<file path="src/rtl/hdmi_link_pkg.sv">
// Shared types and constants for the TMDS serializer link controller.
package hdmi_link_pkg;

    typedef enum logic [1:0] {
        OFF    = 2'd0,
        RESET  = 2'd1,
        SETTLE = 2'd2,
        LIVE   = 2'd3
    } link_state_t;

    // TMDS control symbols (C1C0 = 00, 01, 10, 11)
    localparam logic [9:0] CTRL_00 = 10'b1101010100;
    localparam logic [9:0] CTRL_01 = 10'b0010101011;
    localparam logic [9:0] CTRL_10 = 10'b0101010100;
    localparam logic [9:0] CTRL_11 = 10'b1010101011;

    // Larger of two integers, used to size the shared countdown counter.
    function automatic int max2(input int a, input int b);
        return (a > b) ? a : b;
    endfunction

endpackage

</file>
<file path="src/rtl/serializer_link_ctrl_sync_2ff.sv">
// One-bit, two-flop synchronizer with synchronous active-low reset.
module sync_2ff (
    input  logic clk,
    input  logic reset_n,
    input  logic d,
    output logic q
);

    logic stage1_reg;
    logic stage2_reg;

    // Two back-to-back flops give the first one a full cycle to resolve metastability.
    always_ff @(posedge clk) begin
        if (!reset_n) begin
            stage1_reg <= 1'b0;
            stage2_reg <= 1'b0;
        end else begin
            stage1_reg <= d;
            stage2_reg <= stage1_reg;
        end
    end

    assign q = stage2_reg;

endmodule

</file>
<file path="src/rtl/serializer_link_ctrl.sv">
// Bring-up / run-time controller for the TMDS serializer: holds the
// serializer in reset until lock+enable, sends a control-symbol preamble,
// then passes encoder symbols through, substituting idle symbols on underflow.
module serializer_link_ctrl
    import hdmi_link_pkg::*;
#(
    parameter int NUM_CHANNELS  = 3,
    parameter int RESET_CYCLES  = 16,
    parameter int SETTLE_CYCLES = 1024
) (
    input  logic                         clk_pixel,
    input  logic                         reset_n,
    input  logic                         pll_locked,
    input  logic                         enable,
    input  logic [NUM_CHANNELS-1:0][9:0] tmds_in,
    input  logic                         tmds_in_valid,
    output logic [NUM_CHANNELS-1:0][9:0] tmds_internal,
    output logic                         serializer_reset,
    output logic                         link_up,
    output logic [1:0]                   state,
    output logic [15:0]                  underflow_count
);

    localparam int CNT_LOG = $clog2(max2(RESET_CYCLES, SETTLE_CYCLES));
    localparam int CNT_W   = (CNT_LOG < 1) ? 1 : CNT_LOG;

    logic              locked_s;
    logic              run;
    link_state_t       state_reg;
    logic [CNT_W-1:0]  cnt_reg;
    logic [15:0]       underflow_reg;
    logic              pass_data;

    sync_2ff u_lock_sync (
        .clk     (clk_pixel),
        .reset_n (reset_n),
        .d       (pll_locked),
        .q       (locked_s)
    );

    assign run = enable && locked_s;

    // Link state machine with shared countdown; losing run always wins and drops to OFF.
    always_ff @(posedge clk_pixel) begin
        if (!reset_n) begin
            state_reg <= OFF;
            cnt_reg   <= '0;
        end else if (!run) begin
            state_reg <= OFF;
            cnt_reg   <= CNT_W'(RESET_CYCLES - 1);
        end else begin
            case (state_reg)
                OFF: begin
                    state_reg <= RESET;
                    cnt_reg   <= CNT_W'(RESET_CYCLES - 1);
                end
                RESET: begin
                    if (cnt_reg == '0) begin
                        state_reg <= SETTLE;
                        cnt_reg   <= CNT_W'(SETTLE_CYCLES - 1);
                    end else begin
                        cnt_reg <= cnt_reg - 1'b1;
                    end
                end
                SETTLE: begin
                    if (cnt_reg == '0) begin
                        state_reg <= LIVE;
                    end else begin
                        cnt_reg <= cnt_reg - 1'b1;
                    end
                end
                default: state_reg <= LIVE;
            endcase
        end
    end

    // Data only flows while LIVE and still running, so a dropped run idles the output at the same edge.
    assign pass_data = (state_reg == LIVE) && run && tmds_in_valid;

    generate
        for (genvar gi = 0; gi < NUM_CHANNELS; gi++) begin : g_chan
            // Per-channel output register: encoder symbol or idle control symbol.
            always_ff @(posedge clk_pixel) begin
                if (!reset_n) begin
                    tmds_internal[gi] <= CTRL_00;
                end else if (pass_data) begin
                    tmds_internal[gi] <= tmds_in[gi];
                end else begin
                    tmds_internal[gi] <= CTRL_00;
                end
            end
        end
    endgenerate

    // Saturating count of LIVE cycles that had no valid encoder symbol.
    always_ff @(posedge clk_pixel) begin
        if (!reset_n) begin
            underflow_reg <= '0;
        end else if ((state_reg == LIVE) && !tmds_in_valid && (underflow_reg != 16'hFFFF)) begin
            underflow_reg <= underflow_reg + 16'd1;
        end
    end

    assign underflow_count  = underflow_reg;
    assign state            = state_reg;
    assign serializer_reset = (state_reg == OFF) || (state_reg == RESET);
    assign link_up          = (state_reg == LIVE);

endmodule

</file>
<file path="config.mk">
export PLATFORM = sky130hd
export DESIGN_NAME = serializer_link_ctrl
export DESIGN_NICKNAME = d
export VERILOG_FILES = /design/src/rtl/hdmi_link_pkg.sv /design/src/rtl/serializer_link_ctrl_sync_2ff.sv /design/src/rtl/serializer_link_ctrl.sv
export SDC_FILE = /design/constraint.sdc
export NUM_CORES = 1
export LEC_CHECK = 0
export BUFFER_PORTS_ARGS = -buffer_cell sky130_fd_sc_hd__buf_2
export CELL_PAD_IN_SITES_DETAIL_PLACEMENT = 0
export CELL_PAD_IN_SITES_GLOBAL_PLACEMENT = 1
export CORE_ASPECT_RATIO = 1.1
export CORE_MARGIN = 1.5
export CORE_UTILIZATION = 40
export DETAILED_ROUTE_END_ITERATION = 7
export GPL_TIMING_DRIVEN = 0
export PLACE_DENSITY_LB_ADDON = 0.3
export RECOVER_POWER = 50
export REMOVE_ABC_BUFFERS = 1
export SLEW_MARGIN = 20
export SYNTH_ARGS = -nofsm -noshare
export SYNTH_HDL_FRONTEND = slang
export SYNTH_SLANG_ARGS = --single-unit
</file>
<file path="constraint.sdc">
create_clock -name clk_pixel -period 6.1 [get_ports clk_pixel]
set_clock_uncertainty 0.2 [all_clocks]
set_input_delay 1.22 -clock clk_pixel [delete_from_list [all_inputs] [get_ports clk_pixel]]
set_output_delay 1.22 -clock clk_pixel [all_outputs]
set_load 0.01 [all_outputs]
</file>
# After elaboration in Yosys (flattened, before gate mapping)
# Index checks and enable logic that the tools add are counted.
# totals
reg_bits	60
elab_cells	42
in_bits	35
# op_classes
add_sub_neg	2
reduce_logical	15
eq_ne	9
muxes	7
# op_table
cell	count
one-hot mux 10 bit (3 select lines)	1
2-to-1 mux 10 bit	2
adder 16 x 1 -> 16 bit (second input constant)	1
!= test 16 bit (second input constant)	1
logical NOT 10 bit	1
AND reduction 2 bit	5
subtractor 10 x 1 -> 10 bit (second input constant)	1
!= test 2 bit (second input constant)	3
one-hot mux 2 bit (3 select lines)	1
logical AND 1 bit	5
== test 2 bit (second input constant)	2
2-to-1 mux 2 bit	2
2-to-1 mux 4 bit	1
!= test 4 x 1 -> 1 bit (second input constant)	1
!= test 3 bit (second input constant)	1
nonzero test 3 bit	1
== test 2 x 1 -> 1 bit (second input constant)	1
logical NOT 2 bit	1
logical NOT 1 bit	1
logical OR 1 bit	1

# Depth between registers and ports, before layout
# Gate-level depths: netlist of run 1.
# logic_depth
ltp_word	4
ltp_mapped	7

# By module
# Synthesis of run 1 repeated with hierarchy kept, for this count alone.
# unflattened
cells_unflattened	270
area_unflattened_um2	2558.7
# by_module_without_submodules
mod	seq_area_each_um2	cells_per_inst	area_each_um2	n_inst
serializer_link_ctrl	1161.1	266	2506.2	1
sync_2ff	40.0	4	52.6	1

# Worst setup path after synthesis of run 1
# Ideal clock, no wire load.
# synth_path
path_kind	reg-to-output
startpoint	register state_reg[1], in the netlist state[1]
endpoint	output serializer_reset
path_buffers	0
setup_slack_ps	3575
stages_incl_launch_ff	4
required_ps	4680
t_arrival_ps	1105
cell_sequence	dfxtp_1 > inv_1 > ha_1 > or2_2
# synth_between
elab_chain_cells	2
elab_cells_between_ends	3
classes_between	1 x eq/ne; 2 x reduce/logical
# synth_lines
item	line_no	text
start, declared	serializer_link_ctrl.sv:29	link_state_t state_reg;
start signal, assigned	serializer_link_ctrl.sv:46	state_reg <= OFF;
start signal, assigned	serializer_link_ctrl.sv:49	state_reg <= OFF;
start signal, assigned	serializer_link_ctrl.sv:54	state_reg <= RESET;
== test 2 x 1 -> 1 bit or logical NOT 2 bit (tied branches)	serializer_link_ctrl.sv:106	assign serializer_reset = (state_reg == OFF) || (state_reg == RESET);
logical OR 1 bit *	serializer_link_ctrl.sv:106	
end, declared	serializer_link_ctrl.sv:18	output logic serializer_reset,
# Mark *: on every way between the ends. The rest lies on a longest branch, timed or not.

# Worst setup path after layout of run 1
# layout_path
startpoint	input reset_n
endpoint	register tmds_internal[16] in the netlist's numbering
# layout_between
elab_chain_cells	1
# layout_lines
item	line_no	text
start, declared	serializer_link_ctrl.sv:12	input logic reset_n,
AND reduction 2 bit (no line)	--	
end signal, assigned by index	serializer_link_ctrl.sv:87	tmds_internal[gi] <= tmds_in[gi];
end, declared	serializer_link_ctrl.sv:17	output logic [NUM_CHANNELS-1:0][9:0] tmds_internal,
# No other way between the ends.
# A chain may end at the register's enable or synchronous reset.

==> flow_metrics.py, run 1 <==
metrics = {
    "outcome": {
        "status": "finished clean",
    },
    "pwr": {
        "powerDensity_nw_per_um2": 241,
        "vdd.ir_drop.worst_uv": 212,
        "p_leak_nw": 1.23,
    },
    "worst_setup_path": {
        "rrSetupSlack_ns": 3.72,
        "reg2reg_depth": 6,
        "reg2reg_from": "cnt_reg[0]$_SDFFE_PN0P_",
        "crit_chain": "clkbuf_1 > inv_1 > nor2_1 > and3_1 > nand2b_1",
        "crit_required_ns": 6.08,
        "criticalPathCategory": "in -> reg",
        "cp_slowest_stage_delay_ns": 0.79,
        "endpoint_kind": "register",
        "cp_max_fo": 30,
        "worstPathArrival_ns": 3.66,
        "timing.rr.end": "cnt_reg[0]$_SDFFE_PN0P_",
        "cp-start-kind": "input port",
        "path_buf_inv": 2,
        "crit_family": "simple AND/OR/NAND/NOR gates",
        "slowest_stage": "and3_1",
    },
    "hold_path": {
        "hold_depth": 1,
        "min_from": "u_lock_sync.stage1_reg$_SDFF_PN0_",
        "hp-class": "reg -> reg",
        "min_to": "u_lock_sync.q$_SDFF_PN0_",
    },
    "timing": {
        "max_freq_mhz": 272,
        "relSlewSlack_pct": 30.3,
        "rsz0062_at_grt": "no",
        "setup_violations": 0,
        "worst_pin_slew_ns": 1.05,
        "finalHoldViolCount": 0,
        "tns_ns": 0,
        "finalCriticalPeriod_ns": 3.68,
        "fin_crit_sh_pct": 60.4,
        "drv_slew": 0,
    },
    "synth": {
        "synth_top_area_share_pct": 46.7,
        "ys_top_cells_by_count": "dfxtp_1, nand2b_1, nand2_1",
        "async_flop_share_pct": 0,
        "synth_edf_count": 0,
        "yosys.area.top_type": "dfxtp_1",
        "ys_ff_latch": 60,
        "synth.most_common_cell": "dfxtp_1",
        "synth_area_um2": 2570,
        "yosysSeqAreaShare_pct": 46.7,
        "synth_cell_types": 45,
        "synth-warning-count": 0,
        "ys.flop_type": "dfxtp_1",
        "synthTopCellsByArea": "dfxtp_1, nand2b_1, ha_1",
        "synth_area_per_cell_um2": 9.35,
        "synth_cells": 275,
    },
    "floorplan": {
        "io_pins": 85,
        "initial_utilization_pct": 41.5,
        "fp.dieH_um": 87.1,
        "die_w_um": 79.4,
        "die_area_um2": 6920,
        "design.core.area_um2": 6190,
        "fp-row-count": 30,
    },
    "detailed_routing": {
        "wire_per_inst_um": 12.4,
        "drc": 0,
        "dr.pass1.iters": 4,
        "drt_iter0_drc": 102,
        "vias_per_cell": 5.07,
        "final_antenna_net_count": 0,
        "wirelength_um": 5520,
        "route.vias.total": 2252,
    },
    "clock_network": {
        "clkLatencyLatePin_ns": 0.33,
        "cts.clk_slew.worst_paths_ns": 0.06,
        "cts.sinks": 60,
        "cts_tree": "built",
        "cts_setup_buffers": 0,
        "cts_max_path_buffers": 2,
        "holdBufCountCts": 0,
        "cts-buffers-inserted": 9,
        "cts_htree_levels": 3,
        "post_cts_resized": 0,
        "cts-root-buf": "clkbuf_8",
    },
    "final_layout": {
        "nNetsFinal": 404,
        "largest_reg_flops": 30,
        "drive_gt1_share_pct": 18.4,
        "antenna_cells": 0,
        "syn_to_final_growth_pct": 24.2,
        "post-route-util_pct": 51.5,
    },
    "global_routing": {
        "grt_overflow_total": 0,
        "grt_max_degree": 31,
        "grt_usage_pct": 17.2,
        "first_global_vias": 2051,
        "grt_pass1_wl_um": 9250,
        "grt_antenna_before_repair": 0,
    },
    "place": {
        "place.gp.congestion": 0.776,
        "io_buffers": 84,
        "place_hpwl_um": 4040,
    },
    "flow_run": {
        "drv_cap": 0,
    },
}
-- per-stage QoR --
step	hold slack, ns	instance area, um2	worst slack (ns)	power, mW	cells
3_3_place_gp	0.233	3050	2.50	0.430	429
4_1_cts	0.249	3240	2.89	0.781	444
2_1_floorplan	0.212	2530	3.56	0.415	265
6_report	0.250	3190	2.42	0.769	444
5_1_grt	0.285	3190	2.00	0.801	444
3_5_place_dp	0.233	3050	2.54	0.430	429
-- metal layers --
layer	wire length, um	GRT usage (%)
met1	2550	20.3
met5	0	0
met4	90	7.97
met3	450	6.91
met2	2430	27.3
-- worst max-delay path by stage --
stage	start	to	slack, ns	cells after the start
detailed placement	reset_n	tmds_internal[16]$_SDFF_PN1_	2.54	5
floorplan	reset_n	tmds_internal[0]$_SDFF_PN0_	3.56	4
global placement	reset_n	tmds_internal[16]$_SDFF_PN1_	2.50	5
CTS	reset_n	tmds_internal[16]$_SDFF_PN1_	2.89	5
global route	reset_n	tmds_internal[16]$_SDFF_PN1_	2.00	5
finish	reset_n	tmds_internal[16]$_SDFF_PN1_	2.42	5
-- where the power goes --
part / internal [mW] / leakage [nW] / switching (mW)
sequential: 0.394 / 0.486 / 0.00233
clock: 0.195 / 0.0979 / 0.153
combinational: 0.0141 / 0.650 / 0.0108
total: 0.603 / 1.23 / 0.166
-- layout make-up --
class                           count  area [um2]
Multi-Input combinational cell    195        1290
Clock inverter                      5        52.6
Fill cell                         624        3000
Timing Repair Buffer               84         370
Clock buffer                       10         138
Inverter                           10        37.5
Sequential cell                    60        1200
Tap cell                           80         100
-- logic make-up after synthesis --
group	Yosys count	synth area share (%)
xor+xnor	1	0.341
buf+inv	20	2.97
flops	60	46.7
simple gates	125	28.4
compound gates	51	13.7
fa+ha+maj	9	4.38
mux	9	3.51
-- cells in the final DEF (no fill, tap or decap), types with 2 or more instances in the layout --
master and instances:
a211oi_1 4, ha_1 9, o221a_1 2, inv_1 10, a21oi_1 19, and2_1 16
nand4_1 2, nand2b_1 26, o211ai_1 2, or4_1 8, nand4_2 2, o221a_2 2
buf_2 44, nor4b_1 2, clkbuf_8 10, o41ai_1 3, nor3_1 7, nand3_1 9
clkbuf_1 40, nor2_1 11, clkinv_2 3, nand2_1 20, o31a_1 2, o21ai_0 5
or2_2 3, or3_1 4, o31ai_1 5, mux2i_1 9, nor4_1 6, dfxtp_1 60
(Power assumes the default switching activity.)
==> run 2, diff against run 1 <==
--- a/config.mk
+++ b/config.mk
@@ -10,7 +10,7 @@
 export CELL_PAD_IN_SITES_GLOBAL_PLACEMENT = 1
 export CORE_ASPECT_RATIO = 1.1
 export CORE_MARGIN = 1.5
-export CORE_UTILIZATION = 40
+export CORE_UTILIZATION = 33
 export DETAILED_ROUTE_END_ITERATION = 7
 export GPL_TIMING_DRIVEN = 0
 export PLACE_DENSITY_LB_ADDON = 0.3
==> constraint.sdc (replaced) <==
create_clock -name clk_pixel -period 3.3 [get_ports clk_pixel]
set_clock_uncertainty 0.2 [all_clocks]
set_input_delay 0.66 -clock clk_pixel [delete_from_list [all_inputs] [get_ports clk_pixel]]
set_output_delay 0.66 -clock clk_pixel [all_outputs]
set_load 0.01 [all_outputs]
==> run 2 against run 1 <==
Setup slack lost 1.8 ns. Final area grew 2.3%. Final cell count grew 5.9%. Register-to-register slack lost 2.9 ns. Flip-flop and latch count is the same. Critical endpoint is now tmds_internal[3]$_SDFF_PN0_.
==> flow_metrics.py, run 2 (synthesis results as in run 1) <==
metrics = {
    "global_routing": {
        "gr-max-usage-layer": "met2",
        "grt_max_degree": 31,
        "grt_overflow_total": 0,
        "grt_use_met2_pct": 22.4,
        "grt_antenna_before_repair": 0,
        "first_global_vias": 2132,
        "use_met3_pct": 5.19,
        "use_met1_pct": 19.2,
        "grt_pass1_wl_um": 9800,
        "grt_usage_pct": 15.2,
    },
    "detailed_routing": {
        "wirelength_um": 5890,
        "vias_per_cell": 4.84,
        "route.vias.total": 2275,
        "drt_iter0_drc": 107,
        "drc": 0,
        "wire_per_inst_um": 12.5,
        "final_antenna_net_count": 0,
        "dr.pass1.iters": 4,
    },
    "timing": {
        "tns_ns": 0,
        "rsz0062_at_grt": "no",
        "finalHoldViolCount": 0,
        "drv_slew": 0,
        "setup_violations": 0,
        "finalCriticalPeriod_ns": 2.65,
        "relSlewSlack_pct": 38.4,
        "worst_pin_slew_ns": 0.924,
        "max_freq_mhz": 377,
        "fin_crit_sh_pct": 80.3,
    },
    "final_layout": {
        "final_common_cell": "dfxtp_1",
        "drive_gt1_share_pct": 16.2,
        "antenna_cells": 0,
        "largest_reg_flops": 30,
        "syn_to_final_growth_pct": 27.1,
        "nNetsFinal": 404,
        "final_cell_area_um2": 3270,
        "final_cell_mix": "dfxtp_1, clkbuf_1, buf_2, nand2b_1, nand2_1",
    },
    "worst_setup_path": {
        "crit_family": "simple AND/OR/NAND/NOR gates",
        "crit_chain": "buf_2 > inv_1 > nor2_1 > and3_1 > and2_1",
        "cp-start-kind": "input port",
        "crit_required_ns": 3.37,
        "cp_max_fo": 30,
        "endpoint_kind": "register",
        "slowest_stage": "and3_1",
        "worstPathArrival_ns": 2.72,
        "cp_slowest_stage_delay_ns": 0.82,
        "criticalPathCategory": "in -> reg",
        "path_buf_inv": 2,
    },
    "clock_network": {
        "cts_htree_levels": 3,
        "cts-root-buf": "clkbuf_8",
        "cts-buffers-inserted": 9,
        "cts.sinks": 60,
        "cts_setup_buffers": 0,
        "cts.clk_slew.worst_paths_ns": 0.07,
        "post_cts_resized": 0,
        "cts_max_path_buffers": 2,
        "clkLatencyLatePin_ns": 0.33,
        "cts_tree": "built",
        "holdBufCountCts": 0,
    },
    "floorplan": {
        "die_area_um2": 8330,
        "fp.dieH_um": 95.6,
        "design.core.area_um2": 7510,
        "die_w_um": 87.1,
        "io_pins": 85,
        "initial_utilization_pct": 34.2,
        "fp-row-count": 33,
    },
    "outcome": {
        "status": "finished clean",
    },
    "place": {
        "io_buffers": 84,
        "place_area_um2": 3080,
        "place.gp.congestion": 0.789,
        "place_hpwl_um": 4270,
    },
    "hold_path": {
        "hp-class": "reg -> reg",
    },
    "flow_run": {
        "drv_cap": 0,
    },
    "pwr": {
        "powerDensity_nw_per_um2": 490,
        "p_leak_nw": 1.21,
        "vdd.ir_drop.worst_uv": 302,
    },
}
run 2: cell count changes in the layout (fill, tap and decap cells not counted):
cell       before  now
buf_2          44   36
clkbuf_1       40   48
bufinv_16       1    3
clkinv_2        3    1
clkinv_4        0    1
nand4_1         2    3
nand4_2         2    1
run 2: routing by layer:
metal | share of wire (%) | wire (um) | vias up
met4 | 2.2 | 128 | 0
met2 | 44 | 2590 | 86
met5 | 0 | 0 | -
li1 | - | - | 1159
met1 | 46 | 2710 | 1018
met3 | 7.7 | 455 | 12
run 2: worst paths after layout:
| check | slack (ns) | to | cells past startpoint | start |
|---|---|---|---|---|
| worst max-delay path | 0.65 | tmds_internal[3]$_SDFF_PN0_ | 5 | reset_n |
| worst min-delay path | 0.23 | u_lock_sync.q$_SDFF_PN0_ | 1 | u_lock_sync.stage1_reg$_SDFF_PN0_ |
| worst max register to register | 0.85 | cnt_reg[0]$_SDFFE_PN0P_ | 6 | cnt_reg[0]$_SDFFE_PN0P_ |
| worst min register to register | 0.23 | u_lock_sync.q$_SDFF_PN0_ | 1 | u_lock_sync.stage1_reg$_SDFF_PN0_ |
run 2: area by class of cell:
type	instances	area [um2]
Multi-Input combinational cell	195	1290
Tap cell	105	131
Inverter	10	37.5
Clock buffer	10	138
Clock inverter	6	111
Timing Repair Buffer	84	360
Fill cell	801	4250
Sequential cell	60	1200
run 2: power by group:
| part | internal, mW | switching [mW] | total (mW) |
|---|---|---|---|
| clock network | 0.522 | 0.299 | 0.821 |
| logic | 0.0259 | 0.0204 | 0.0463 |
| registers | 0.728 | 0.00457 | 0.732 |
| total | 1.28 | 0.324 | 1.60 |
run 2: worst register-to-register path, cell delays in order, from the launching register on:
cell and delay, ns:
dfxtp_1 0.35, inv_1 0.07, ha_1 0.24, or4b_1 0.59, o31a_1 0.38, or2_1 0.27
o221a_1 0.26
run 2: through the flow:
stage | setup slack, ns | utilization [%] | hold slack (ns) | total power, mW | instances
after floorplan | 1.10 | - | 0.212 | 0.768 | 265
after global placement | 0.233 | 41.0 | 0.217 | 0.795 | 454
after detailed placement | 0.243 | 41.0 | 0.221 | 0.796 | 454
after CTS | 0.583 | 44.3 | 0.238 | 1.62 | 470
after global routing | 0.344 | 43.5 | 0.282 | 1.65 | 470
final | 0.650 | 43.5 | 0.235 | 1.60 | 470
==> run 3, diff against run 2 <==
--- a/config.mk
+++ b/config.mk
@@ -10,7 +10,7 @@
 export CELL_PAD_IN_SITES_GLOBAL_PLACEMENT = 1
 export CORE_ASPECT_RATIO = 1.1
 export CORE_MARGIN = 1.5
-export CORE_UTILIZATION = 33
+export CORE_UTILIZATION = 37
 export DETAILED_ROUTE_END_ITERATION = 7
 export GPL_TIMING_DRIVEN = 0
 export PLACE_DENSITY_LB_ADDON = 0.3
==> constraint.sdc (replaced) <==
create_clock -name clk_pixel -period 2.65 [get_ports clk_pixel]
set_clock_uncertainty 0.2 [all_clocks]
set_input_delay 0.53 -clock clk_pixel [delete_from_list [all_inputs] [get_ports clk_pixel]]
set_output_delay 0.53 -clock clk_pixel [all_outputs]
set_load 0.01 [all_outputs]
==> run 3 against run 2 <==
Critical path type is now reg -> reg. Largest power group unchanged. Flip-flop and latch count unchanged. Critical path depth increased by 1. Sequential power increased by 25%. Final cell count decreased by 4.9%. Critical endpoint is now cnt_reg[0]$_SDFFE_PN0P_. Final area decreased by 0.88%. First-iteration DRC count decreased by 19%.
==> flow_metrics.py, run 3 (synthesis results as in run 1) <==
metrics = {
    "worst_setup_path": {
        "crit_chain": "inv_1 > ha_1 > or4b_1 > o31a_1 > or2_1 > o221a_1",
        "cp-startpoint": "cnt_reg[0]$_SDFFE_PN0P_",
        "slowest_stage": "or4b_1",
        "cp_max_fo": 6,
        "reg2reg_from": "cnt_reg[0]$_SDFFE_PN0P_",
        "crit_required_ns": 2.67,
        "cp-start-kind": "register",
        "worstPathArrival_ns": 2.41,
        "crit_family": "simple AND/OR/NAND/NOR gates",
        "path_buf_inv": 1,
        "criticalPathCategory": "reg -> reg",
        "cp_slowest_stage_delay_ns": 0.59,
        "endpoint_kind": "register",
    },
    "global_routing": {
        "grt_antenna_before_repair": 0,
        "grt_overflow_total": 0,
        "grt_usage_pct": 17.2,
        "first_global_vias": 2089,
        "grt_max_degree": 31,
        "grt_pass1_wl_um": 9810,
    },
    "final_layout": {
        "nNetsFinal": 404,
        "largest_reg_flops": 30,
        "final_cell_mix": "dfxtp_1, clkbuf_1, buf_2, nand2b_1, nand2_1",
        "drive_gt1_share_pct": 16.4,
        "fillers": 696,
        "final_common_cell": "dfxtp_1",
        "regArea_um2": 1200,
        "antenna_cells": 0,
        "syn_to_final_growth_pct": 25.9,
        "finalNonFillerCells": 447,
        "multi_input_area_um2": 1290,
    },
    "pwr": {
        "powerDensity_nw_per_um2": 612,
        "p_leak_nw": 1.21,
        "total_power_mw": 1.98,
        "vdd.ir_drop.worst_uv": 421,
    },
    "clock_network": {
        "cts-root-buf": "clkbuf_8",
        "post_cts_resized": 0,
        "clkLatencyLatePin_ns": 0.33,
        "cts-buffers-inserted": 9,
        "cts_tree": "built",
        "cts.sinks": 60,
        "cts_htree_levels": 3,
        "holdBufCountCts": 0,
        "cts_setup_buffers": 0,
        "cts_max_path_buffers": 2,
        "cts.clk_slew.worst_paths_ns": 0.07,
    },
    "place": {
        "io_buffers": 84,
        "place.gp.congestion": 0.761,
        "dp.cells": 431,
        "place_hpwl_um": 4150,
    },
    "timing": {
        "relSlewSlack_pct": 57.3,
        "drv_slew": 0,
        "setup_violations": 0,
        "worst_pin_slew_ns": 0.632,
        "fin_crit_sh_pct": 90.2,
        "rsz0062_at_grt": "no",
        "finalHoldViolCount": 0,
        "max_freq_mhz": 418,
        "finalCriticalPeriod_ns": 2.39,
    },
    "floorplan": {
        "die_w_um": 82.5,
        "die_area_um2": 7460,
        "design.core.area_um2": 6670,
        "initial_utilization_pct": 38.5,
        "fp-row-count": 31,
        "fp.dieH_um": 90.4,
        "io_pins": 85,
    },
    "detailed_routing": {
        "route.vias.total": 2275,
        "drc": 0,
        "dr.pass1.iters": 5,
        "final_antenna_net_count": 0,
        "vias_per_cell": 5.09,
        "drt_iter0_drc": 87,
        "wirelength_um": 5890,
        "wire_per_inst_um": 13.2,
    },
    "hold_path": {
        "hp-class": "in -> reg",
        "min_from": "tmds_in[12]",
    },
    "outcome": {
        "status": "finished clean",
    },
    "flow_run": {
        "drv_cap": 0,
    },
}
[run 3: final timing paths]
| check | cells after the start | slack [ns] | to |
|---|---|---|---|
| max | 6 | 0.26 | cnt_reg[0]$_SDFFE_PN0P_ |
| min | 2 | 0.17 | tmds_internal[12]$_SDFF_PN1_ |
| max reg2reg | 6 | 0.26 | cnt_reg[0]$_SDFFE_PN0P_ |
| min reg2reg | 1 | 0.24 | u_lock_sync.q$_SDFF_PN0_ |
[run 3: per-layer routing]
metal  GRT usage (%)  up-vias  share of wire, %
met5               0        -                 0
met4            9.04        0               2.2
met3            4.95       10               6.0
met2            25.5       63                46
met1            22.1     1048                45
li1                -     1154                 -
[run 3: stage by stage]
stage          setup TNS, ns  instance area, um2  worst slack, ns  hold slack, ns  utilization (%)
6_report                   0                3240            0.260           0.170             48.5
4_1_cts                    0                3300           0.0952           0.151             49.5
3_5_place_dp           -7.65                3050           -0.285           0.221             45.8
3_3_place_gp           -5.36                3050           -0.199           0.219             45.8
2_1_floorplan              0                2530            0.453           0.212                -
5_1_grt                    0                3240            0.148           0.155             48.5
[run 3: cell type report]
class,instances,share of cell area (%)
multi-input cells,195,39.8
flip-flops and latches,60,37.1
repair buffers,84,11.1
clock buffers,9,3.83
clock inverters,7,3.83
well taps,82,3.17
inverters,10,1.16
[run 3: report_power, final]
part           total [mW]  switching (mW)  leakage [nW]  internal, mW
combinational      0.0576          0.0253         0.604        0.0323
clock                1.01           0.381         0.120         0.631
sequential          0.912         0.00557         0.486         0.906
